<file path="src/rtl/logic_unit_pkg.sv">
`default_nettype none
// ============================================================================
//  Module      : logic_unit_pkg
//  Description : Shared op codes, widths and state encoding for the
//                logic_unit_pipe ALU logic group.
//  Revision    : 1.0 - initial release
// ============================================================================
package logic_unit_pkg;

    localparam int OP_W = 4;

    // Operation select codes. 8..10 are legal only when the reduction
    // feature (LOGIC_UNIT_REDUCE_EN) is built in.
    typedef enum logic [OP_W-1:0] {
        OP_NOT  = 4'd0,
        OP_AND  = 4'd1,
        OP_OR   = 4'd2,
        OP_XOR  = 4'd3,
        OP_NAND = 4'd4,
        OP_NOR  = 4'd5,
        OP_XNOR = 4'd6,
        OP_PASS = 4'd7,
        OP_RAND = 4'd8,
        OP_ROR  = 4'd9,
        OP_RXOR = 4'd10
    } op_e;

    // Output stage occupancy: EMPTY means out_valid=0, FULL means out_valid=1.
    typedef enum logic [0:0] {
        ST_EMPTY = 1'b0,
        ST_FULL  = 1'b1
    } state_e;

endpackage : logic_unit_pkg
`default_nettype wire

</file>
<file path="src/rtl/logic_unit_core.sv">
`default_nettype none
// ============================================================================
//  Module      : logic_unit_core
//  Description : Combinational op decode and bitwise compute. Produces the
//                next result and an illegal-op flag from op, a and b.
//                Macro LOGIC_UNIT_REDUCE_EN adds the reduction ops 8..10.
//  Revision    : 1.0 - initial release
// ============================================================================
module logic_unit_core
    import logic_unit_pkg::*;
#(
    parameter int WIDTH = 20
) (
    input  logic [OP_W-1:0]  op_i,
    input  logic [WIDTH-1:0] a_i,
    input  logic [WIDTH-1:0] b_i,
    output logic [WIDTH-1:0] result_o,
    output logic             illegal_o
);

    op_e op_sel;
    assign op_sel = op_e'(op_i);

    // Decode the op and compute the result; unknown codes give zero and flag illegal.
    always_comb begin
        result_o  = '0;
        illegal_o = 1'b0;
        case (op_sel)
            OP_NOT:  result_o = ~a_i;
            OP_AND:  result_o = a_i & b_i;
            OP_OR:   result_o = a_i | b_i;
            OP_XOR:  result_o = a_i ^ b_i;
            OP_NAND: result_o = ~(a_i & b_i);
            OP_NOR:  result_o = ~(a_i | b_i);
            OP_XNOR: result_o = ~(a_i ^ b_i);
            OP_PASS: result_o = a_i;
`ifdef LOGIC_UNIT_REDUCE_EN
            OP_RAND: result_o = {{(WIDTH-1){1'b0}}, &a_i};
            OP_ROR:  result_o = {{(WIDTH-1){1'b0}}, |a_i};
            OP_RXOR: result_o = {{(WIDTH-1){1'b0}}, ^a_i};
`endif
            default: begin
                result_o  = '0;
                illegal_o = 1'b1;
            end
        endcase
    end

endmodule : logic_unit_core
`default_nettype wire

</file>
<file path="src/rtl/logic_unit_pipe.sv">
`default_nettype none
// ============================================================================
//  Module      : logic_unit_pipe
//  Description : One-stage registered bitwise logic unit with valid/ready
//                handshake, zero/parity/illegal flags and a saturating
//                count of consumed results. Optional reduction ops are
//                enabled with macro LOGIC_UNIT_REDUCE_EN.
//  Revision    : 1.0 - initial release
// ============================================================================
module logic_unit_pipe
    import logic_unit_pkg::*;
#(
    parameter int WIDTH = 20,
    parameter int CNT_W = 16
) (
    input  logic             clk,
    input  logic             rst,
    input  logic             in_valid,
    output logic             in_ready,
    input  logic [OP_W-1:0]  op,
    input  logic [WIDTH-1:0] a,
    input  logic [WIDTH-1:0] b,
    output logic             out_valid,
    input  logic             out_ready,
    output logic [WIDTH-1:0] result,
    output logic             zero,
    output logic             parity,
    output logic             illegal,
    output logic [CNT_W-1:0] op_count
);

    state_e           state_q, state_d;
    logic [WIDTH-1:0] result_q, result_d;
    logic             zero_q, zero_d;
    logic             parity_q, parity_d;
    logic             illegal_q, illegal_d;
    logic [CNT_W-1:0] cnt_q, cnt_d;
    logic             accept, consume;

    logic_unit_core #(
        .WIDTH(WIDTH)
    ) u_core (
        .op_i     (op),
        .a_i      (a),
        .b_i      (b),
        .result_o (result_d),
        .illegal_o(illegal_d)
    );

    // Flags are derived from the same next result so they describe the same beat.
    assign zero_d   = ~|result_d;
    assign parity_d = ^result_d;

    assign out_valid = (state_q == ST_FULL);
    assign in_ready  = !out_valid || out_ready;
    assign accept    = in_valid && in_ready;
    assign consume   = out_valid && out_ready;

    // Occupancy next-state: fill on accept, drain on consume without a refill.
    always_comb begin
        state_d = state_q;
        case (state_q)
            ST_EMPTY: if (accept) state_d = ST_FULL;
            ST_FULL:  if (consume && !accept) state_d = ST_EMPTY;
            default:  state_d = ST_EMPTY;
        endcase
    end

    // Occupancy register.
    always_ff @(posedge clk or posedge rst) begin
        if (rst) state_q <= ST_EMPTY;
        else     state_q <= state_d;
    end

    // Result and flags load together on accept and hold otherwise.
    always_ff @(posedge clk or posedge rst) begin
        if (rst) begin
            result_q  <= '0;
            zero_q    <= 1'b1;
            parity_q  <= 1'b0;
            illegal_q <= 1'b0;
        end else if (accept) begin
            result_q  <= result_d;
            zero_q    <= zero_d;
            parity_q  <= parity_d;
            illegal_q <= illegal_d;
        end
    end

    // Consumed-result counter sticks at all-ones instead of wrapping.
    always_comb begin
        cnt_d = cnt_q;
        if (consume && (cnt_q != {CNT_W{1'b1}}))
            cnt_d = cnt_q + {{(CNT_W-1){1'b0}}, 1'b1};
    end

    // Counter register.
    always_ff @(posedge clk or posedge rst) begin
        if (rst) cnt_q <= '0;
        else     cnt_q <= cnt_d;
    end

    assign result   = result_q;
    assign zero     = zero_q;
    assign parity   = parity_q;
    assign illegal  = illegal_q;
    assign op_count = cnt_q;

endmodule : logic_unit_pipe
`default_nettype wire

</file>
<file path="config.mk">
export PLATFORM = sky130hd
export DESIGN_NAME = logic_unit_pipe
export DESIGN_NICKNAME = d
export VERILOG_FILES = /design/src/rtl/logic_unit_pkg.sv /design/src/rtl/logic_unit_core.sv /design/src/rtl/logic_unit_pipe.sv
export SDC_FILE = /design/constraint.sdc
export NUM_CORES = 1
export LEC_CHECK = 0
export CAP_MARGIN = 20
export CORE_MARGIN = 2
export CORE_UTILIZATION = 45
export DETAILED_ROUTE_END_ITERATION = 6
export PLACE_DENSITY = 0.72
export SYNTH_ARGS = -nofsm -noshare
export SYNTH_HDL_FRONTEND = slang
export SYNTH_HIERARCHICAL = 1
export SYNTH_SLANG_ARGS = --single-unit
</file>
<file path="constraint.sdc">
create_clock -name clk -period 2.6 [get_ports clk]
set_input_delay 0.52 -clock clk [delete_from_list [all_inputs] [get_ports clk]]
set_output_delay 0.52 -clock clk [all_outputs]
set_load 0.02 [all_outputs]
</file>
==> results.ini <==
[timing]
min_period_ps = 2660
hold_violations = 0
skew_ps = 8.83
clock.fmax_ghz = 0.376
min_period_over_period = 1.02
worst_pin_slew_ps = 570
setup_ws_ps = -59.9
rsz0062_at_grt = true
setup-tns-final_ps = -59.9
setup_viol = 1
slew_headroom = 0.619
drv_slew = 0

[critical_path]
crit_top_cell = ha_4
critical_path.cell_chain = clkdlybuf4s15_1 -> inv_1 -> ha_4 -> mux2i_1 -> o211ai_1 -> a211oi_2 -> inv_2 -> ha_4 -> xnor2_4 -> xnor3_1 -> xnor2_1 -> o21ai_1
cpPeakStageDelay_ps = 340
start_kind = input pin
arrival_ps = 2820
endpoint_kind = flop
cp.buffers_inverters = 3
cp_data_required_time_ps = 2760
cp_slowest_cell = xnor3_1
cp_max_fo = 3
critPathTopFamily = XOR/XNOR gates
path_class = input pin to flop

[detailed_routing]
drc_errors = 0
drtAntennaViolNets = 0
vias_per_cell = 5.41
dr.pass1.iters = 5
wl_per_cell_um = 15.4
routed_wl_um = 11600
drt_iter0_drc = 193
vias = 4071

[yosys]
netlist_instances = 472
synth_nets = 571
synth_top_area_frac = 0.235
synth-warning-count = 6
synth_edf_count = 0
synth_top_area_cell = dfrtp_1
avgSynthCellArea_um2 = 8.79
synth_flop_cell = dfrtp_1
synth_area_leaders = dfrtp_1, ha_1, mux2i_1, inv_1, nand2_1
synth_seq_area_share = 0.242
async_flop_share = 1.00
synth_cell_types = 47
netlist_area_um2 = 4150
ys_seq_elements = 40

[die]
die_area_um2 = 10000
num_rows = 35
core_area_um2 = 9110
io_pins = 89
die_x_um = 100
chipHeight_um = 100
start_util = 0.455

[clock_network]
hold_buffers = 0
clock_sinks = 40
cts_made_buffers = 5
htreeDepth = 2
clk-insertion-delay-late_ps = 300
cts_tree = yes
clkSlewWorstSetupHoldPaths_ps = 90
clockBufferDepth = 2
clockRootBuffer = clkbuf_8

[placement]
hpwl_um = 8430
dp_cells = 723
gp_congestion = 0.854
port_buffers = 88

[layout]
nets = 739
drive_above_1_share = 0.370
finalNonFillerCells = 752
final_cell_mix = buf_4, nand2_1, clkdlybuf4s50_1
fin_util = 0.703
syn_to_final_growth_pct = 54.4
layout_commonest_cell = buf_4
n_antenna_cell = 0

[global_routing]
antenna_found_initial = 0
grt_pass1_wl_um = 18600
grt_pass1_vias = 4148
grtUsageTotal = 0.226
grt_max_degree = 41
grt_overflow_total = 0

[pwr]
ir_drop_v = 0.000291
power.density_nw_per_um2 = 438
p_leak_nw = 3.04

[outcome]
violations = setup timing
status = complete, but fails checks

[run]
max_cap_violations = 0

[hold_path]
min_path_type = flop to flop

path summary, 6_finish.rpt:
check                                        startpoint                 endpoint  slack [ps]  cells after the start
worst max register to register  op_count[0]$_DFFE_PP0P_  op_count[1]$_DFFE_PP0P_         720                      5
worst min register to register   result[12]$_DFFE_PP0P_   result[12]$_DFFE_PP0P_         480                      2
worst min-delay path             result[12]$_DFFE_PP0P_   result[12]$_DFFE_PP0P_         480                      2
max in group asynchronous                           rst         zero$_DFFE_PP1P_        1590                      3
worst max-delay path                              b[17]       parity$_DFFE_PP0P_         -60                     12
min in group asynchronous                           rst    result[3]$_DFFE_PP0P_         640                      3
flip-flops by register name, summed over array words and instances, names as in the netlist:
signal	count
illegal	1
op_count	16
out_valid	1
parity	1
result	20
zero	1
worst min-delay path, stage by stage (launching register included):
cell     delay (ps)
dfrtp_1         340
nand2_1          50
o21ai_0          60
per-stage QoR:
step	hold WS [ps]	instance area, µm²	setup slack, ps	power [mW]
2_1_floorplan	500	4240	-164	1.56
3_3_place_gp	460	5720	-894	2.05
3_5_place_dp	469	5720	-938	2.10
4_1_cts	487	6210	-83.7	2.72
5_1_grt	523	6400	-129	2.96
6_report	483	6400	-59.9	2.80
metal layers:
metal,vias up,GRT usage,wire length (µm)
li1,1980,-,-
met1,1955,0.275,4880
met2,118,0.412,5970
met3,18,0.0223,484
met4,0,0.0875,221
met5,-,0,0
power breakdown:
group          total (mW)  leakage [nW]  switching, mW  internal, mW
registers           0.843         0.516          0.114         0.729
logic                1.45          2.47          0.678         0.769
clock network       0.511        0.0541          0.227         0.284
total                2.80          3.04           1.02          1.78
cell usage after synthesis, types with 3 or more instances:
master,n
a31oi_1,8
nor2_1,22
o2bb2ai_1,3
nor3b_1,4
buf_6,3
nand2_1,49
nand3_1,8
inv_1,65
a211o_1,5
dfrtp_1,39
a211oi_1,9
o21ai_0,33
xor2_1,11
nor4_1,4
mux2i_1,45
o21ai_1,6
ha_1,51
mux4_2,8
clkbuf_1,11
buf_2,6
mux2_1,7
o211ai_1,10
buf_4,5
nand4_1,8
nor3_1,4
xnor2_1,11
a22oi_1,7
a21oi_1,5
area by class of cell:
class / count / area (µm²)
tap: 111 / 139
inverter: 66 / 275
clock buffer: 5 / 68.8
multi-input combinational: 340 / 3190
clock inverter: 3 / 42.5
fill: 691 / 2710
timing repair buffer: 187 / 1680
sequential: 40 / 1000
timing repair:
item,CTS,global route
pin swaps,40,40
cloned,1,0
resized for setup,110,82
endpoints found under the hold margin,0,0
buffers inserted,17,4
setup endpoints to repair,1,3
logic make-up (layout without fill, tap and decap cells):
| family | Yosys count | count (layout) | share of synthesized area |
|---|---|---|---|
| multiplexers | 64 | 64 | 0.184 |
| XOR/XNOR | 23 | 23 | 0.0519 |
| adder cells (fa/ha/maj) | 51 | 51 | 0.154 |
| buffers and inverters | 92 | 261 | 0.0989 |
| flip-flops | 40 | 40 | 0.242 |
| AO/OA/AOI/OAI | 89 | 89 | 0.136 |
| AND/OR/NAND/NOR | 113 | 113 | 0.134 |
No activity file was read; power rests on OpenSTA's default activity.
